### config.mk
export PLATFORM = sky130hd
export DESIGN_NAME = hwt_eval_arbiter
export DESIGN_NICKNAME = d
export VERILOG_FILES = /design/src/rtl/hwt_pkg.sv /design/src/rtl/hwt.sv /design/src/rtl/hwt_rr_pick.sv /design/src/rtl/hwt_eval_arbiter.sv
export SDC_FILE = /design/constraint.sdc
export NUM_CORES = 1
export LEC_CHECK = 0
export ABC_AREA = 1
export CAP_MARGIN = 15
export CELL_PAD_IN_SITES_DETAIL_PLACEMENT = 1
export CELL_PAD_IN_SITES_GLOBAL_PLACEMENT = 1
export CORE_UTILIZATION = 34
export DETAILED_ROUTE_END_ITERATION = 7
export GPL_ROUTABILITY_DRIVEN = 0
export GPL_TIMING_DRIVEN = 0
export PLACE_DENSITY = 0.86
export SYNTH_ARGS = -nofsm -noshare
export SYNTH_HDL_FRONTEND = slang
export SYNTH_HIERARCHICAL = 1
export SYNTH_SLANG_ARGS = --single-unit
### constraint.sdc
create_clock -name clk -period 2.3 [get_ports clk]
set_input_delay 0.46 -clock clk [delete_from_list [all_inputs] [get_ports clk]]
set_output_delay 0.46 -clock clk [all_outputs]
set_load 0.01 [all_outputs]
### src/rtl/hwt_pkg.sv
// Shared types and constants for the hwt evaluation arbiter.
package hwt_pkg;

   typedef enum logic [1:0] {
      IDLE,
      EVAL,
      RESP
   } state_t;

   localparam int A_BIT = 0;
   localparam int B_BIT = 1;
   localparam int C_BIT = 2;
   localparam int D_BIT = 3;

   localparam int DEF_NUM_REQ = 4;

endpackage

### src/rtl/hwt.sv
// Combinational hwt evaluation cell.
module hwt (
   input  logic a,
   input  logic b,
   input  logic c,
   input  logic d,
   output logic y
);

   assign y = d & (c | (a & b)) & ~(a & b & c);

endmodule

### src/rtl/hwt_rr_pick.sv
// Round-robin picker: first request above ptr, wrapping to the lowest.
module hwt_rr_pick #(
   parameter int NUM_REQ = 4,
   parameter int ID_W    = 2
) (
   input  logic [NUM_REQ-1:0] req,
   input  logic [ID_W-1:0]    ptr,
   output logic [NUM_REQ-1:0] gnt,
   output logic [ID_W-1:0]    idx,
   output logic               any_req
);

   logic hi;
   logic lo;
   int   hi_sel;
   int   lo_sel;
   int   sel;

   always_comb begin
      hi     = 1'b0;
      lo     = 1'b0;
      hi_sel = 0;
      lo_sel = 0;
      for (int i = 0; i < NUM_REQ; i++) begin
         if (req[i] && !lo) begin
            lo     = 1'b1;
            lo_sel = i;
         end
         if (req[i] && !hi && i > int'(ptr)) begin
            hi     = 1'b1;
            hi_sel = i;
         end
      end
      sel     = hi ? hi_sel : lo_sel;
      any_req = lo;
      idx     = ID_W'(sel);
      gnt     = '0;
      for (int i = 0; i < NUM_REQ; i++) begin
         gnt[i] = lo && (sel == i);
      end
   end

endmodule

### src/rtl/hwt_eval_arbiter.sv
// Round-robin arbiter sharing one hwt cell between NUM_REQ requesters.
module hwt_eval_arbiter
   import hwt_pkg::*;
#(
   parameter int NUM_REQ = DEF_NUM_REQ,
   parameter int ID_W    = 2,
   parameter int CNT_W   = 16
) (
   input  logic                 clk,
   input  logic                 rst_n,
   input  logic [NUM_REQ-1:0]   req_valid,
   input  logic [4*NUM_REQ-1:0] req_data,
   output logic [NUM_REQ-1:0]   req_ready,
   output logic                 rsp_valid,
   input  logic                 rsp_ready,
   output logic [ID_W-1:0]      rsp_id,
   output logic                 rsp_y,
   output logic                 busy,
   output logic [CNT_W-1:0]     hit_count
);

   localparam logic [CNT_W-1:0] CNT_MAX = '1;

   state_t               state;
   logic [ID_W-1:0]      ptr;
   logic [ID_W-1:0]      id_reg;
   logic [3:0]           op_reg;
   logic                 y_reg;
   logic                 y_cell;
   logic [NUM_REQ-1:0]   pick_gnt;
   logic [ID_W-1:0]      pick_idx;
   logic                 pick_any;
   logic [3:0]           pick_op;

   hwt_rr_pick #(
      .NUM_REQ (NUM_REQ),
      .ID_W    (ID_W)
   ) u_pick (
      .req     (req_valid),
      .ptr     (ptr),
      .gnt     (pick_gnt),
      .idx     (pick_idx),
      .any_req (pick_any)
   );

   // only the granted slice is muxed, so X on idle requesters stays out
   always_comb begin
      pick_op = '0;
      for (int i = 0; i < NUM_REQ; i++) begin
         if (pick_gnt[i]) pick_op = req_data[4*i +: 4];
      end
   end

   hwt u_hwt (
      .a (op_reg[A_BIT]),
      .b (op_reg[B_BIT]),
      .c (op_reg[C_BIT]),
      .d (op_reg[D_BIT]),
      .y (y_cell)
   );

   assign req_ready = (rst_n && state == IDLE) ? pick_gnt : '0;
   assign rsp_id    = id_reg;
   assign rsp_y     = y_reg;

   always_ff @(posedge clk or negedge rst_n) begin
      if (!rst_n) begin
         state     <= IDLE;
         ptr       <= ID_W'(NUM_REQ - 1);
         id_reg    <= '0;
         op_reg    <= '0;
         y_reg     <= 1'b0;
         rsp_valid <= 1'b0;
         busy      <= 1'b0;
         hit_count <= '0;
      end else begin
         unique case (state)
            IDLE: begin
               if (pick_any) begin
                  op_reg <= pick_op;
                  id_reg <= pick_idx;
                  busy   <= 1'b1;
                  state  <= EVAL;
               end
            end
            EVAL: begin
               y_reg     <= y_cell;
               rsp_valid <= 1'b1;
               state     <= RESP;
            end
            RESP: begin
               if (rsp_ready) begin
                  ptr       <= id_reg;
                  rsp_valid <= 1'b0;
                  busy      <= 1'b0;
                  state     <= IDLE;
                  if (y_reg && hit_count != CNT_MAX)
                     hit_count <= hit_count + 1'b1;
               end
            end
            default: state <= IDLE;
         endcase
      end
   end

endmodule
==> metrics.yaml, run 1 <==
clock_sinks: 29
seqCellArea_um2: 728.2
die_area_um2: 5727
slew_violations: 0
grt_pass1_vias: 2080
hp-class: "input port to async pin"
drc: 0
post-route-util: 0.5162
cts-htree-levels: 2
start_util: 0.3568
die_x_um: 75.68
post-place-ws_ns: -0.8183
cts_hold_buf: 0
total_power_mw: 2.570
insertion_delay_ns: 0.27
synthCells: 264
start_kind: "flop"
fin_crit_ns: 2.241
routed_wl_mm: 5.857
cts_tree: "done"
vias_per_cell: 4.940
hold_viol: 0
worstPathRequired_ns: 1.84
cts_made_buffers: 5
fmax_mhz: 446.3
placed_area_um2: 2399
tightestPinTransition_ns: 0.6815
fillers: 672
vias: 1976
wl_per_cell_um: 14.64
rows: 26
fin_ws_ns: 0.05931
crit_arrival_ns: 1.78
layout.cells.non_filler: 400
coreArea_um2: 5172
cellPowerDensity_nw_per_um2: 962.5
largest_reg_flops: 16
period_share: 0.9742
io_buffers: 47
ys_types: 25
final.setup.tns_ns: 0
synth_area_um2: 1846
p_leak_nw: 1.260
status: "finished clean"
rrSetupSlack_ns: 0.43
whs_ns: 0.2217
multi_input_area_um2: 1114
grtUsageTotal: 0.2240
path_max_fanout: 5
pin_count: 48
ys_ff_latch: 29
criticalPathCategory: "flop to output port"
ys_warn_count: 6
dp_cells: 381
skew_ns: 0.002705
grt_max_degree: 31
clkTransAtPathRegs_ns: 0.06
synth_nets: 288
drtIter0Drc: 63
critPathCaptureType: "output port"
grt_pass1_wl_mm: 9.501
ant_nets: 0
die_h_um: 75.68
setup_viol: 0
cts_root_buf: "clkbuf_8"
maxCapViolations: 0
drt_pre_antenna_iters: 4
drive_gt1_frac: 0.2091
syn_area_per_cell_um2: 6.991
diodes: 0
synthToLayoutAreaGrowth_pct: 44.68
hpwlAfterDp_mm: 4.212
final_cell_area_um2: 2670
nets: 353
ir_worst_vdd_v: 0.0004536
rsz0062_at_grt: "yes"
slew_headroom: 0.5457
clock_path_buffers: 2
overflow: 0
yosysSeqAreaShare: 0.3946
antenna_found_initial: 0
critical path: stages (launching register included):
cell     delay [ns]
dfstp_2        0.60
nor2_2         0.07
nand2_2        0.14
inv_2          0.07
a21oi_4        0.13
nor2_4         0.07
nor2_4         0.12
inv_2          0.06
nor2_2         0.10
buf_2          0.14
cell type report:
type                       count  share of cell area
multi-input combinational    209              0.4171
sequential                    29              0.2727
timing repair buffer          58              0.1973
clock buffer                   7             0.03608
inverter                      24             0.03374
tap                           70             0.03280
buffer                         2            0.008435
clock inverter                 1            0.001874
worst paths after layout:
path,startpoint,end,depth (start not counted)
setup / recovery,ptr[1],req_ready[3],9
hold / removal,rst_n,hit_count[6],1
setup reg to reg,ptr[1],op_reg[1],11
hold reg to reg,rsp_valid,rsp_valid,2
max in group asynchronous,rst_n,state[1],1
min in group clk,rsp_valid,rsp_valid,2
layer usage:
metal,share of wire,GRT usage
met1,0.40,0.2529
met2,0.54,0.4127
met3,0.031,0.04233
met4,0.026,0.09259
met5,0,0
layout by cell type (no fill, tap or decap), types with 6 or more instances in the layout:
master           instances
clkdlybuf4s50_1         38
nor2_1                  23
nand2_1                 98
dfrtp_1                 27
clkbuf_8                 7
buf_4                   11
o21ai_0                  9
inv_2                    7
a21oi_1                 14
xnor2_1                  6
nor2_2                   6
nor2_4                  10
inv_1                   17
nand3_1                 12
what timing repair did:
action,CTS,global route
resized for setup,38,21
buffers inserted,5,6
pin swaps,6,7
endpoints found under the setup margin,4,4
synthesized netlist by cell type, drive strengths merged:
cell | instances | area (µm²)
nor2b | 1 | 6.260
buf | 2 | 22.52
nor2 | 40 | 198.9
inv | 24 | 90.08
nand3 | 14 | 70.07
nand2 | 106 | 417.9
xnor2 | 6 | 52.55
o21bai | 1 | 18.77
dfrtp | 27 | 675.7
a21oi | 15 | 75.07
mux2 | 1 | 11.26
ha | 1 | 12.51
o21ai | 13 | 65.06
nand4 | 5 | 31.28
or2 | 1 | 6.260
o211ai | 4 | 30.03
dfstp | 2 | 52.55
xor2 | 1 | 8.760
cells by family (layout without fill, tap and decap cells):
family	count (synthesis)	count (layout)	share of synthesized area
muxes	1	1	0.006101
buffers and inverters	26	92	0.06101
xor gates and xnor gates	7	7	0.03322
DFF	29	29	0.3946
AOI/OAI and AO/OA	33	33	0.1024
and+or+nand+nor	167	167	0.3959
adders and majority gates	1	1	0.006779
power by group:
part | total [mW] | leakage (nW) | switching (mW) | internal (mW)
clock | 0.458 | 0.0542 | 0.188 | 0.270
combinational | 1.25 | 0.842 | 0.691 | 0.563
sequential | 0.858 | 0.363 | 0.174 | 0.684
Power figures use the tool's default switching activity.
==> inputs of run 2 (changes only) <==
ABC_CLOCK_PERIOD_IN_PS = 2300   (was not set)
==> results of run 2 <==
Same layout as run 1: the final DEF is identical, and so are final timing and power.
==> inputs of run 3 (changes only) <==
REMOVE_ABC_BUFFERS = 1   (was not set)
==> run 3 against run 2 <==
  * Final area decreased by 3.1%
  * Maximum frequency decreased by 0.27%
  * Combinational power decreased by 4%
  * Non-clock buffer count decreased by 5
  * Register-to-register slack got worse by 0.21 ns
  * Largest power group unchanged
  * Highest routed layer unchanged
==> metrics.yaml, run 3 (same netlist as run 1, synthesis figures left out) <==
routed_wl_mm: 5.788
grt_pass1_wl_mm: 9.356
setup_viol: 0
start_util: 0.3568
path_cells: "nor2_1 -> nand2_2 -> nand2_1 -> nor2_2 -> nor2_2 -> nor2_4 -> inv_2 -> nor2_2 -> buf_2"
antenna_found_initial: 0
cts_made_buffers: 5
critPathMaxStageDelay_ns: 0.59
total_power_mw: 2.492
pwr-share-seq: 0.344
coreArea_um2: 5172
tightestPinTransition_ns: 0.6843
die_x_um: 75.68
netSwitchingFraction: 0.4186
p_clk_frac: 0.173
post-route-util: 0.5000
final_common_cell: "nand2_1"
internal_power_mw: 1.449
r2r-end: "op_reg[3]"
criticalPathCategory: "flop to output port"
pin_count: 48
cp_slowest_cell: "dfstp_2"
hp-class: "input port to async pin"
die_h_um: 75.68
rsz0062_at_grt: "yes"
maxCapViolations: 0
drive_gt1_frac: 0.1754
multi_input_area_um2: 1089
ir_worst_vdd_v: 0.0003941
synthToLayoutAreaGrowth_pct: 40.14
period_share: 0.9769
start_kind: "flop"
rrSetupSlack_ns: 0.22
critPathCaptureType: "output port"
nets: 348
seqCellArea_um2: 728.2
clkTransAtPathRegs_ns: 0.07
overflow: 0
rows: 26
path_max_fanout: 5
clock_sinks: 29
whs_ns: 0.2116
fillers: 671
largest_reg_flops: 16
grtUsageTotal: 0.2194
insertion_delay_ns: 0.28
grt_max_degree: 31
crit_arrival_ns: 1.79
vias: 1968
hold_viol: 0
drt_pre_antenna_iters: 4
rr_worst_depth: 11
diodes: 0
status: "finished clean"
cts_tree: "done"
skew_ns: 0.008382
io_buffers: 47
cellPowerDensity_nw_per_um2: 963.7
r2r-start: "ptr[1]"
combPwrFrac: 0.482
placed_area_um2: 2376
p_switching_mw: 1.043
vias_per_cell: 4.982
die_area_um2: 5727
final_cell_area_um2: 2586
hpwlAfterDp_mm: 4.074
fmax_mhz: 445.1
final.setup.tns_ns: 0
ant_nets: 0
cp_common_cell: "nor2_2"
cts_root_buf: "clkbuf_8"
p_leak_nw: 1.218
mostFrequentLayoutCells: "nand2_1 (99), clkdlybuf4s50_1 (39), nor2_1 (27), dfrtp_1 (27), inv_1 (18)"
clock_path_buffers: 2
slew_headroom: 0.5438
wl_per_cell_um: 14.65
cts_hold_buf: 0
drc: 0
fin_crit_ns: 2.247
grt_pass1_vias: 1979
drtIter0Drc: 137
cts-htree-levels: 2
slew_violations: 0
worstPathRequired_ns: 1.84
run 3: cell count changes in the layout (fill, tap and decap cells not counted), moves of 2 or more:
cell      previous run  this run
buf_6                2         0
clkbuf_1             0         2
nor2_2               6         4
nor2_4              10         8
nor2_1              23        27
buf_4               11         8
run 3: worst max path at each step:
| stage | from | to |
|---|---|---|
| final | ptr[1] | req_ready[3] |
| after CTS | ptr[1] | req_ready[0] |
| after global placement | rst_n | req_ready[3] |
| after floorplan | ptr[1] | req_ready[1] |
| after detailed placement | req_valid[2] | req_ready[3] |
| after global routing | ptr[1] | req_ready[3] |
run 3: worst max-delay path, delay by kind of cell (launching register included):
family / cells / cell delay (ns)
flops: 1 / 0.59
simple gates: 7 / 0.69
buf+inv: 2 / 0.22
run 3: power by group through the flow:
stage | sequential [mW] | combinational (mW) | clock [mW]
after floorplan | 0.864 | 0.546 | 0
after global placement | 0.858 | 0.941 | 0
after detailed placement | 0.870 | 0.992 | 0
after CTS | 0.865 | 1.11 | 0.442
after global routing | 0.885 | 1.33 | 0.465
final | 0.858 | 1.20 | 0.432
run 3: per-stage QoR:
stage                     worst slack (ns)  instances
after global routing              -0.03510        395
after global placement              -1.178        379
after CTS                         0.003916        393
after floorplan                     0.4132        262
after detailed placement           -0.7844        379
final                              0.05313        395
run 3: cell type report:
| cell class | count | area share |
|---|---|---|
| timing repair buffer | 55 | 0.1940 |
| tap | 70 | 0.03387 |
| multi-input combinational | 209 | 0.4209 |
| clock buffer | 8 | 0.03483 |
| sequential | 29 | 0.2816 |
| inverter | 24 | 0.03483 |
run 3: timing repair:
action	in CTS	in global routing
setup endpoints to repair	4	4
resized for setup	32	17
pin swaps	9	3
setup buffers	6	2
run 3: layer usage:
layer / share of wire / vias to the layer above / GRT usage
met5: 0 / - / 0
li1: - / 955 / -
met3: 0.041 / 16 / 0.05026
met4: 0.031 / 0 / 0.07613
met1: 0.41 / 940 / 0.2475
met2: 0.51 / 57 / 0.4048
